[src/rtl/cache_refill_arb_pkg.sv]
// rtl/cache_refill_arb_pkg.sv - shared types and constants for the cache refill arbiter
// Purpose: FSM state enum, grant encodings, default line width / memory latency,
//          and the line-alignment helper used when latching a miss address.
// Ports:   none (package).
package cache_refill_arb_pkg;

  localparam int LINE_W          = 512;
  localparam int DEFAULT_LATENCY = 20;

  typedef enum logic [1:0] {
    IDLE    = 2'd0,
    FETCH   = 2'd1,
    DELIVER = 2'd2
  } state_t;

  typedef enum logic {
    GRANT_I = 1'b0,
    GRANT_D = 1'b1
  } grant_t;

  // Refills are whole 64-byte lines, so the byte offset is dropped.
  function automatic logic [31:0] line_align(input logic [31:0] addr);
    return {addr[31:6], 6'b0};
  endfunction

endpackage

[src/rtl/cache_refill_arb_if.sv]
// rtl/cache_refill_arb_if.sv - cache miss / memory refill bundle
// Purpose: groups the I/D miss requests, the memory read port and the shared
//          refill line return into one bundle.
// Ports:   master - cache/memory side: drives i_req/i_addr, d_req/d_addr, mem_rdata
//          slave  - arbiter side: drives mem_req, mem_addr, line_out, i_ready,
//                   d_ready, busy
interface cache_refill_arb_if #(
  parameter int LINE_W = cache_refill_arb_pkg::LINE_W
);

  logic              i_req;
  logic [31:0]       i_addr;
  logic              d_req;
  logic [31:0]       d_addr;
  logic [LINE_W-1:0] mem_rdata;
  logic              mem_req;
  logic [31:0]       mem_addr;
  logic [LINE_W-1:0] line_out;
  logic              i_ready;
  logic              d_ready;
  logic              busy;

  modport master (
    output i_req, i_addr, d_req, d_addr, mem_rdata,
    input  mem_req, mem_addr, line_out, i_ready, d_ready, busy
  );

  modport slave (
    input  i_req, i_addr, d_req, d_addr, mem_rdata,
    output mem_req, mem_addr, line_out, i_ready, d_ready, busy
  );

endinterface

[src/rtl/cache_refill_arb_rr_arb2.sv]
// rtl/cache_refill_arb_rr_arb2.sv - two-input round-robin grant with last-served register
// Purpose: picks I or D for the next refill; on a tie the requester not served
//          last wins. last-served only moves when a refill actually completes.
// Ports:   clk, rst    - clock, async active-high reset
//          i_req_i     - I-cache request
//          d_req_i     - D-cache request
//          update_i    - a refill was delivered this cycle
//          served_i    - which requester that delivered refill belonged to
//          valid_o     - at least one request is pending
//          grant_o     - requester to grant now
module rr_arb2
  import cache_refill_arb_pkg::*;
(
  input  logic   clk,
  input  logic   rst,
  input  logic   i_req_i,
  input  logic   d_req_i,
  input  logic   update_i,
  input  grant_t served_i,
  output logic   valid_o,
  output grant_t grant_o
);

  grant_t last_q, last_d;

  // Resetting to D makes I win the first tie.
  always_ff @(posedge clk or posedge rst) begin
    if (rst) begin
      last_q <= GRANT_D;
    end else begin
      last_q <= last_d;
    end
  end

  always_comb begin
    last_d = last_q;
    if (update_i) begin
      last_d = served_i;
    end
  end

  always_comb begin
    valid_o = i_req_i | d_req_i;
    grant_o = GRANT_I;
    if (i_req_i && d_req_i) begin
      grant_o = (last_q == GRANT_I) ? GRANT_D : GRANT_I;
    end else if (d_req_i) begin
      grant_o = GRANT_D;
    end
  end

endmodule

[src/rtl/cache_refill_arb.sv]
// rtl/cache_refill_arb.sv - I/D cache refill arbiter sharing one memory read port
// Purpose: grants one cache miss at a time, holds mem_req for LATENCY cycles,
//          captures the returned line and pulses the granted cache's ready.
// Ports:   clk  - clock, all state on posedge
//          rst  - async active-high reset
//          bus  - slave side of cache_refill_arb_if (requests, memory port,
//                 line_out, i_ready/d_ready pulses, busy)
module cache_refill_arb #(
  parameter int LATENCY = cache_refill_arb_pkg::DEFAULT_LATENCY,
  parameter int LINE_W  = cache_refill_arb_pkg::LINE_W
) (
  input logic              clk,
  input logic              rst,
  cache_refill_arb_if.slave bus
);

  import cache_refill_arb_pkg::*;

  localparam int              CNT_W    = $clog2(LATENCY + 1);
  localparam logic [CNT_W-1:0] CNT_LOAD = CNT_W'(LATENCY - 1);

  state_t            state_q, state_d;
  logic [CNT_W-1:0]  cnt_q, cnt_d;
  logic [31:0]       addr_q, addr_d;
  logic [LINE_W-1:0] line_q, line_d;
  grant_t            grant_q, grant_d;

  logic   arb_valid;
  grant_t arb_grant;
  logic   delivered;
  logic   granted_req;

  rr_arb2 u_rr_arb2 (
    .clk      (clk),
    .rst      (rst),
    .i_req_i  (bus.i_req),
    .d_req_i  (bus.d_req),
    .update_i (delivered),
    .served_i (grant_q),
    .valid_o  (arb_valid),
    .grant_o  (arb_grant)
  );

  // The owner of the current refill; the other request is not looked at
  // again until the FSM is back in IDLE.
  assign granted_req = (grant_q == GRANT_I) ? bus.i_req : bus.d_req;

  always_ff @(posedge clk or posedge rst) begin
    if (rst) begin
      state_q <= IDLE;
      cnt_q   <= '0;
      addr_q  <= '0;
      line_q  <= '0;
      grant_q <= GRANT_D;
    end else begin
      state_q <= state_d;
      cnt_q   <= cnt_d;
      addr_q  <= addr_d;
      line_q  <= line_d;
      grant_q <= grant_d;
    end
  end

  always_comb begin
    state_d   = state_q;
    cnt_d     = cnt_q;
    addr_d    = addr_q;
    line_d    = line_q;
    grant_d   = grant_q;
    delivered = 1'b0;
    unique case (state_q)
      IDLE: begin
        if (arb_valid) begin
          grant_d = arb_grant;
          addr_d  = line_align((arb_grant == GRANT_I) ? bus.i_addr : bus.d_addr);
          cnt_d   = CNT_LOAD;
          state_d = FETCH;
        end
      end
      FETCH: begin
        // A withdrawn miss abandons the fetch silently: no capture, no ready,
        // and last-served stays where it was.
        if (!granted_req) begin
          state_d = IDLE;
        end else if (cnt_q == '0) begin
          line_d  = bus.mem_rdata;
          state_d = DELIVER;
        end else begin
          cnt_d = cnt_q - 1'b1;
        end
      end
      DELIVER: begin
        delivered = 1'b1;
        state_d   = IDLE;
      end
      default: begin
        state_d = IDLE;
      end
    endcase
  end

  assign bus.mem_req  = (state_q == FETCH);
  assign bus.busy     = (state_q != IDLE);
  assign bus.i_ready  = (state_q == DELIVER) && (grant_q == GRANT_I);
  assign bus.d_ready  = (state_q == DELIVER) && (grant_q == GRANT_D);
  assign bus.mem_addr = addr_q;
  assign bus.line_out = line_q;

endmodule
[src/flat_wrapper.sv]
// flat-port wrapper written by rule: the top's interface ports become plain ports
module cache_refill_arb_flat import cache_refill_arb_pkg::*;
#(
  parameter int LATENCY = cache_refill_arb_pkg::DEFAULT_LATENCY,
  parameter int LINE_W  = cache_refill_arb_pkg::LINE_W
)
  (clk, rst, bus_i_req, bus_i_addr, bus_d_req, bus_d_addr, bus_mem_rdata, bus_mem_req, bus_mem_addr, bus_line_out, bus_i_ready, bus_d_ready, bus_busy);
  cache_refill_arb_if #(.LINE_W(LINE_W)) bus_i ();
  input logic clk;
  input logic rst;
  input wire logic [$bits(bus_i.i_req)-1:0] bus_i_req;
  input wire logic [$bits(bus_i.i_addr)-1:0] bus_i_addr;
  input wire logic [$bits(bus_i.d_req)-1:0] bus_d_req;
  input wire logic [$bits(bus_i.d_addr)-1:0] bus_d_addr;
  input wire logic [$bits(bus_i.mem_rdata)-1:0] bus_mem_rdata;
  output wire logic [$bits(bus_i.mem_req)-1:0] bus_mem_req;
  output wire logic [$bits(bus_i.mem_addr)-1:0] bus_mem_addr;
  output wire logic [$bits(bus_i.line_out)-1:0] bus_line_out;
  output wire logic [$bits(bus_i.i_ready)-1:0] bus_i_ready;
  output wire logic [$bits(bus_i.d_ready)-1:0] bus_d_ready;
  output wire logic [$bits(bus_i.busy)-1:0] bus_busy;
  assign bus_i.i_req = bus_i_req;
  assign bus_i.i_addr = bus_i_addr;
  assign bus_i.d_req = bus_d_req;
  assign bus_i.d_addr = bus_d_addr;
  assign bus_i.mem_rdata = bus_mem_rdata;
  assign bus_mem_req = bus_i.mem_req;
  assign bus_mem_addr = bus_i.mem_addr;
  assign bus_line_out = bus_i.line_out;
  assign bus_i_ready = bus_i.i_ready;
  assign bus_d_ready = bus_i.d_ready;
  assign bus_busy = bus_i.busy;
  cache_refill_arb #(.LATENCY(LATENCY), .LINE_W(LINE_W)) u_core (.clk(clk), .rst(rst), .bus(bus_i));
endmodule
[config.mk]
export PLATFORM = sky130hd
export DESIGN_NAME = cache_refill_arb_flat
export DESIGN_NICKNAME = d
export VERILOG_FILES = /design/src/rtl/cache_refill_arb_pkg.sv /design/src/rtl/cache_refill_arb_if.sv /design/src/rtl/cache_refill_arb_rr_arb2.sv /design/src/rtl/cache_refill_arb.sv /design/src/flat_wrapper.sv
export SDC_FILE = /design/constraint.sdc
export NUM_CORES = 1
export LEC_CHECK = 0
export BUFFER_PORTS_ARGS = -buffer_cell sky130_fd_sc_hd__buf_4
export CAP_MARGIN = 5
export CORE_AREA = 2 2 444 446
export DETAILED_ROUTE_END_ITERATION = 12
export DIE_AREA = 0 0 446 448
export PLACE_DENSITY = 0.37
export SLEW_MARGIN = 0
export SYNTH_ARGS = -nofsm -noshare
export SYNTH_HDL_FRONTEND = slang
export SYNTH_SLANG_ARGS = --single-unit
export TNS_END_PERCENT = 100
[constraint.sdc]
create_clock -name clk -period 20.7 [get_ports clk]
set_input_delay 0 -clock clk [delete_from_list [all_inputs] [get_ports clk]]
set_output_delay 0 -clock clk [all_outputs]
set_load 0.02 [all_outputs]
* Word-level counts from Yosys, hierarchy flattened *
Index checks and enable logic that the tools add are counted.

operators by class
  mux-type cells = 14
  reduce and logical (&&, ||, !) cells = 11
  add/subtract/negate cells = 1
  equal/unequal tests = 6
  bitwise logic cells = 2

operators with widths
  kind                                                    count
  2-to-1 mux 32 bit                                       1
  2-to-1 mux 5 bit                                        3
  one-hot mux 5 bit (2 select lines)                      1
  2-to-1 mux 2 bit                                        3
  logical NOT 5 bit                                       1
  2-to-1 mux 1 bit                                        5
  subtractor 5 x 1 -> 5 bit (second input constant)       1
  inequality test 2 x 1 -> 1 bit (second input constant)  2
  one-hot mux 2 bit (2 select lines)                      1
  AND reduction 2 bit                                     2
  AND reduction 4 bit                                     1
  nonzero test 2 bit                                      2
  logical AND 1 bit                                       3
  inequality test 3 bit (second input constant)           1
  AND reduction 3 bit                                     1
  equality test 2 x 1 -> 1 bit (second input constant)    1
  equality test 2 bit (second input constant)             1
  logical NOT 2 bit                                       1
  inequality test 2 bit (second input constant)           1
  NOT 1 bit                                               1
  OR 1 bit                                                1

word-level totals
  output and inout bits = 548
  logic and storage cells = 40
  register bits after elaboration = 547

* Depth between registers and ports, before layout *
  word-level depth = 4
  gate-level depth with buffers = 8

* Hierarchy *
Synthesis repeated with hierarchy kept, for this count alone.

unflattened totals
  cell total of the unflattened synthesis = 1251
  area total of the unflattened synthesis = 22833.1 um^2

by module, submodules not included
  module            area each (um^2)  cells each  sequential area each (um^2)  times used
  cache_refill_arb  22774.3           1246        13664.4                      1
  rr_arb2           58.8              5           26.3                         1

* Least setup slack after synthesis *
No wires, ideal clock.

  path type = reg2reg
  start = register u_core.cnt_q[0]
  end = register u_core.line_q[0] (netlist: u_core.bus.line_out[0])
  period minus slack after synthesis = 2.164 ns
  path buffers = 3
  slack = 18.536 ns
  required time = 20.575 ns
  stages on the path, launching flop included = 9
  library setup time = 0.125 ns
  data arrival time = 2.039 ns
  cell sequence = dfrtp_1 > inv_1 > ha_1 > or4b_4 > nor3_2 > buf_6 > buf_12 > buf_12 > mux2_4

on the way
  cells in the longest elaborated chain, start to end = 2

ends and longest elaborated chain
  element                               line                    source
  from (decl)                           cache_refill_arb.sv:23  logic [CNT_W-1:0] cnt_q, cnt_d;
  from (signal assigned)                cache_refill_arb.sv:57  cnt_q <= cnt_d;
  logical NOT 5 bit                     cache_refill_arb.sv:85  end else if (cnt_q == '0) begin
  AND reduction 3 bit (no source line)  --
  to (signal assigned)                  cache_refill_arb.sv:59  line_q <= line_d;
  to (decl)                             cache_refill_arb.sv:25  logic [LINE_W-1:0] line_q, line_d;

No other way between the ends.
A chain may end at the register's enable or synchronous reset.

* Worst setup path after layout *
  start = register u_core.cnt_q[0]
  end = register u_core.line_q[27] (netlist: u_core.bus.line_out[27])

Same word-level chain as after synthesis.

==> flow_summary_export.csv <==
group,metric,value,unit
route,drtPass1Iterations,4,
finish,nets,3584,
power,p_leak,19.96,nW
synth,ys_ff_latch,547,
job,maxCapViolations,0,
timing,drv_slew,0,
power,power_density,97.38,nW/um^2
timing,setup_tns,0,ps
finish,area_delta_synth_final,85.58,%
floorplanning,start_util,11.77,%
finish,final_cell_mix,"buf_4 (1,130), dlygate4sd3_1 (631), dfrtp_1 (545), mux2_4 (400), mux2_2 (164)",
floorplanning,die_y,448,um
critical_path,critical_path_class,"flop to flop",
critical_path,r2r_start,"u_core.cnt_q[0]",
clock_network,cts_setup_buffers,0,
clock_network,htreeDepth,3,
global_routing,grt.overflow.total,0,
global_routing,grt_pass1_vias,18910,
route,wirelength,103100,um
critical_path,endpoint_kind,"flop",
timing,setup_viol,0,
route,via_count,17290,
critical_path,start_kind,"flop",
timing,rsz0062_at_grt,"false",
clock_network,clk_path_buf_depth,3,
route,drc,0,
status,status,"finished, final reports clean",
timing,relSlewSlack,26.51,%
power,ir_worst_vdd,0.06212,mV
clock_network,cts_made_buffers,79,
timing,max_freq,191.0,MHz
synth,yosysSeqAreaShare,59.78,%
critical_path,crit_start,"u_core.cnt_q[0]",
place,gp_congestion,0.8097,
clock_network,cts_resized,0,
floorplanning,io_pins,1128,
clock_network,cts_hold_buf,631,
clock_network,cts.clk_slew.worst_paths,60,ps
synth,synth_cell_type_count,33,
route,postRouteAntennaNets,0,
critical_path,cp.arrival,5770,ps
hold_path,min-delay-path-class,"primary input to flop",
floorplanning,core,194600,um^2
timing,clock_skew,37.37,ps
critical_path,cp_num_buf_inv,5,
floorplanning,rows,162,
floorplanning,die_w,446,um
critical_path,cp_slowest_stage_delay,840,ps
route,drt_iter0_drc,737,
finish,final_layout_size_suffix_gt1_share,59.65,%
finish,final_common_cell,"buf_4",
floorplanning,dieArea,199800,um^2
timing,worstMarginPinSlew,1102,ps
finish,fin_area,42500,um^2
critical_path,critPathRequiredTime,21230,ps
critical_path,crit_path_frequent_cell,"buf_4",
critical_path,worstPathCellList,"inv_1 > ha_1 > or4b_4 > nor3_4 > buf_4 > buf_12 > buf_4 > buf_4 > mux2_4",
clock_network,root_buffer,"clkbuf_16",
global_routing,groute.usage.overall,9.832,%
place,portBuffers,1109,
route,routedWlPerCell,18.37,um
synth,avgSynthCellArea,18.71,um^2
synth,synth_cells,1224,
place,dpl_cell_area,33540,um^2
critical_path,cp_max_fo,99,
timing,period_share,25.29,%
global_routing,antenna_found_initial,32,
timing,post-route-min-period,5236,ps
global_routing,grt_first_pass_wirelength,142400,um
synth,synth_area,22900,um^2
route,routed_via_density,3.081,
clock_network,insertion_delay,680,ps
global_routing,grt_start_max_net_pins,100,
synth,synth_warnings,0,
place,place_hpwl,78160,um
clock_network,cts.sinks,547,
critical_path,crit_family,"buffers and inverters",
critical_path,cpMaxStageDelayCell,"buf_4",
timing,final-hold-violation-count,0,
hold_path,hp-start,"bus_mem_rdata[130]",
clock_network,cts_tree,"yes",
-- cell usage after synthesis --
cell type	count	share of area, %
ha_1	1	0.055
dfrtp_1	545	60
nor2_1	3	0.049
o21ai_0	5	0.11
o22ai_1	2	0.055
buf_6	8	0.39
nor3_2	1	0.044
buf_4	10	0.33
o21bai_1	1	0.033
conb_1	1	0.016
buf_8	1	0.066
a21boi_2	1	0.049
a21o_1	2	0.066
clkbuf_1	5	0.082
nand2_1	2	0.033
nor3_1	4	0.087
a21oi_1	1	0.022
a221oi_1	2	0.076
o2111ai_1	1	0.038
dfstp_2	2	0.23
inv_1	7	0.11
nor4b_1	1	0.038
o22a_1	1	0.038
or4b_4	1	0.060
or3_1	1	0.027
buf_12	44	3.8
nand2b_1	3	0.082
o41ai_1	1	0.038
mux2_4	400	26
o21a_1	1	0.033
mux2i_1	1	0.044
buf_1	1	0.016
mux2_2	164	8.1
-- state kept, by name (all words and copies together), names as in the netlist --
signal and cells:
u_core.bus.mem_addr 26, u_core.bus.line_out 512, u_core.u_rr_arb2.last_q 1, u_core.state_q 2, u_core.cnt_q 5, u_core.grant_q 1
-- layer usage --
metal | GRT usage, % | up-vias | share of wire [%]
met4 | 2.852 | 36 | 2.6
li1 | - | 7911 | -
met3 | 3.146 | 168 | 6.6
met5 | 0 | - | 0.22
met2 | 16.99 | 582 | 51
met1 | 11.58 | 8597 | 40
-- metrics by stage --
stage               power [mW]  setup WS, ps  util (%)  hold slack (ps)  instances
floorplan                2.042          5411         -            131.2       1229
global placement         2.676         15390     17.24            163.1       4833
detailed placement       2.675         15430     17.24            157.7       4833
CTS                      4.234         15410     21.82          0.01188       5600
global route             4.342         15180     21.84            23.80       5609
finish                   4.139         15460     21.84            99.05       5614
-- logic make-up (layout without fill, tap and decap cells) --
logic type,after synthesis,after routing,synth area share [%]
multiplexers,565,565,34.33
adder cells (fa/ha/maj),1,1,0.05462
other,1,20,0.01637
AO/OA/AOI/OAI,18,18,0.5572
buffers and inverters,76,1905,4.846
flip-flops,547,547,59.78
AND/OR/NAND/NOR,16,16,0.4207
-- path summary, 6_finish.rpt --
| path | slack [ps] | cells after the start | endpoint |
|---|---|---|---|
| max in group asynchronous | 17390 | 7 | u_core.bus.line_out[212] |
| hold reg to reg | 500 | 1 | u_core.bus.mem_addr[29] |
| hold / removal | 100 | 3 | u_core.bus.line_out[130] |
| min in group asynchronous | 630 | 4 | u_core.bus.line_out[293] |
| setup / recovery | 15460 | 9 | u_core.bus.line_out[27] |
| setup reg to reg | 15460 | 9 | u_core.bus.line_out[27] |
-- report_power, final --
group	internal (mW)	switching, mW
combinational	0.686	0.611
clock	0.840	0.553
sequential	1.30	0.150
-- worst reg2reg max path, cell delays in order (launching register included) --
cell     delay [ps]
dfrtp_1         390
inv_1            90
ha_1            210
or4b_4          510
nor3_4          120
buf_4           800
buf_12          580
buf_4          1100
buf_4           890
mux2_4          420
-- cell type report --
class	count	area (um^2)
fillers	20920	152100
repair buffers	1762	14820
flip-flops and latches	547	13690
multi-input cells	606	8135
well taps	2542	3181
clock buffers	110	2273
clock inverters	26	335.3
diodes	14	35.03
inverters	7	33.78
Power figures use the tool's default switching activity.
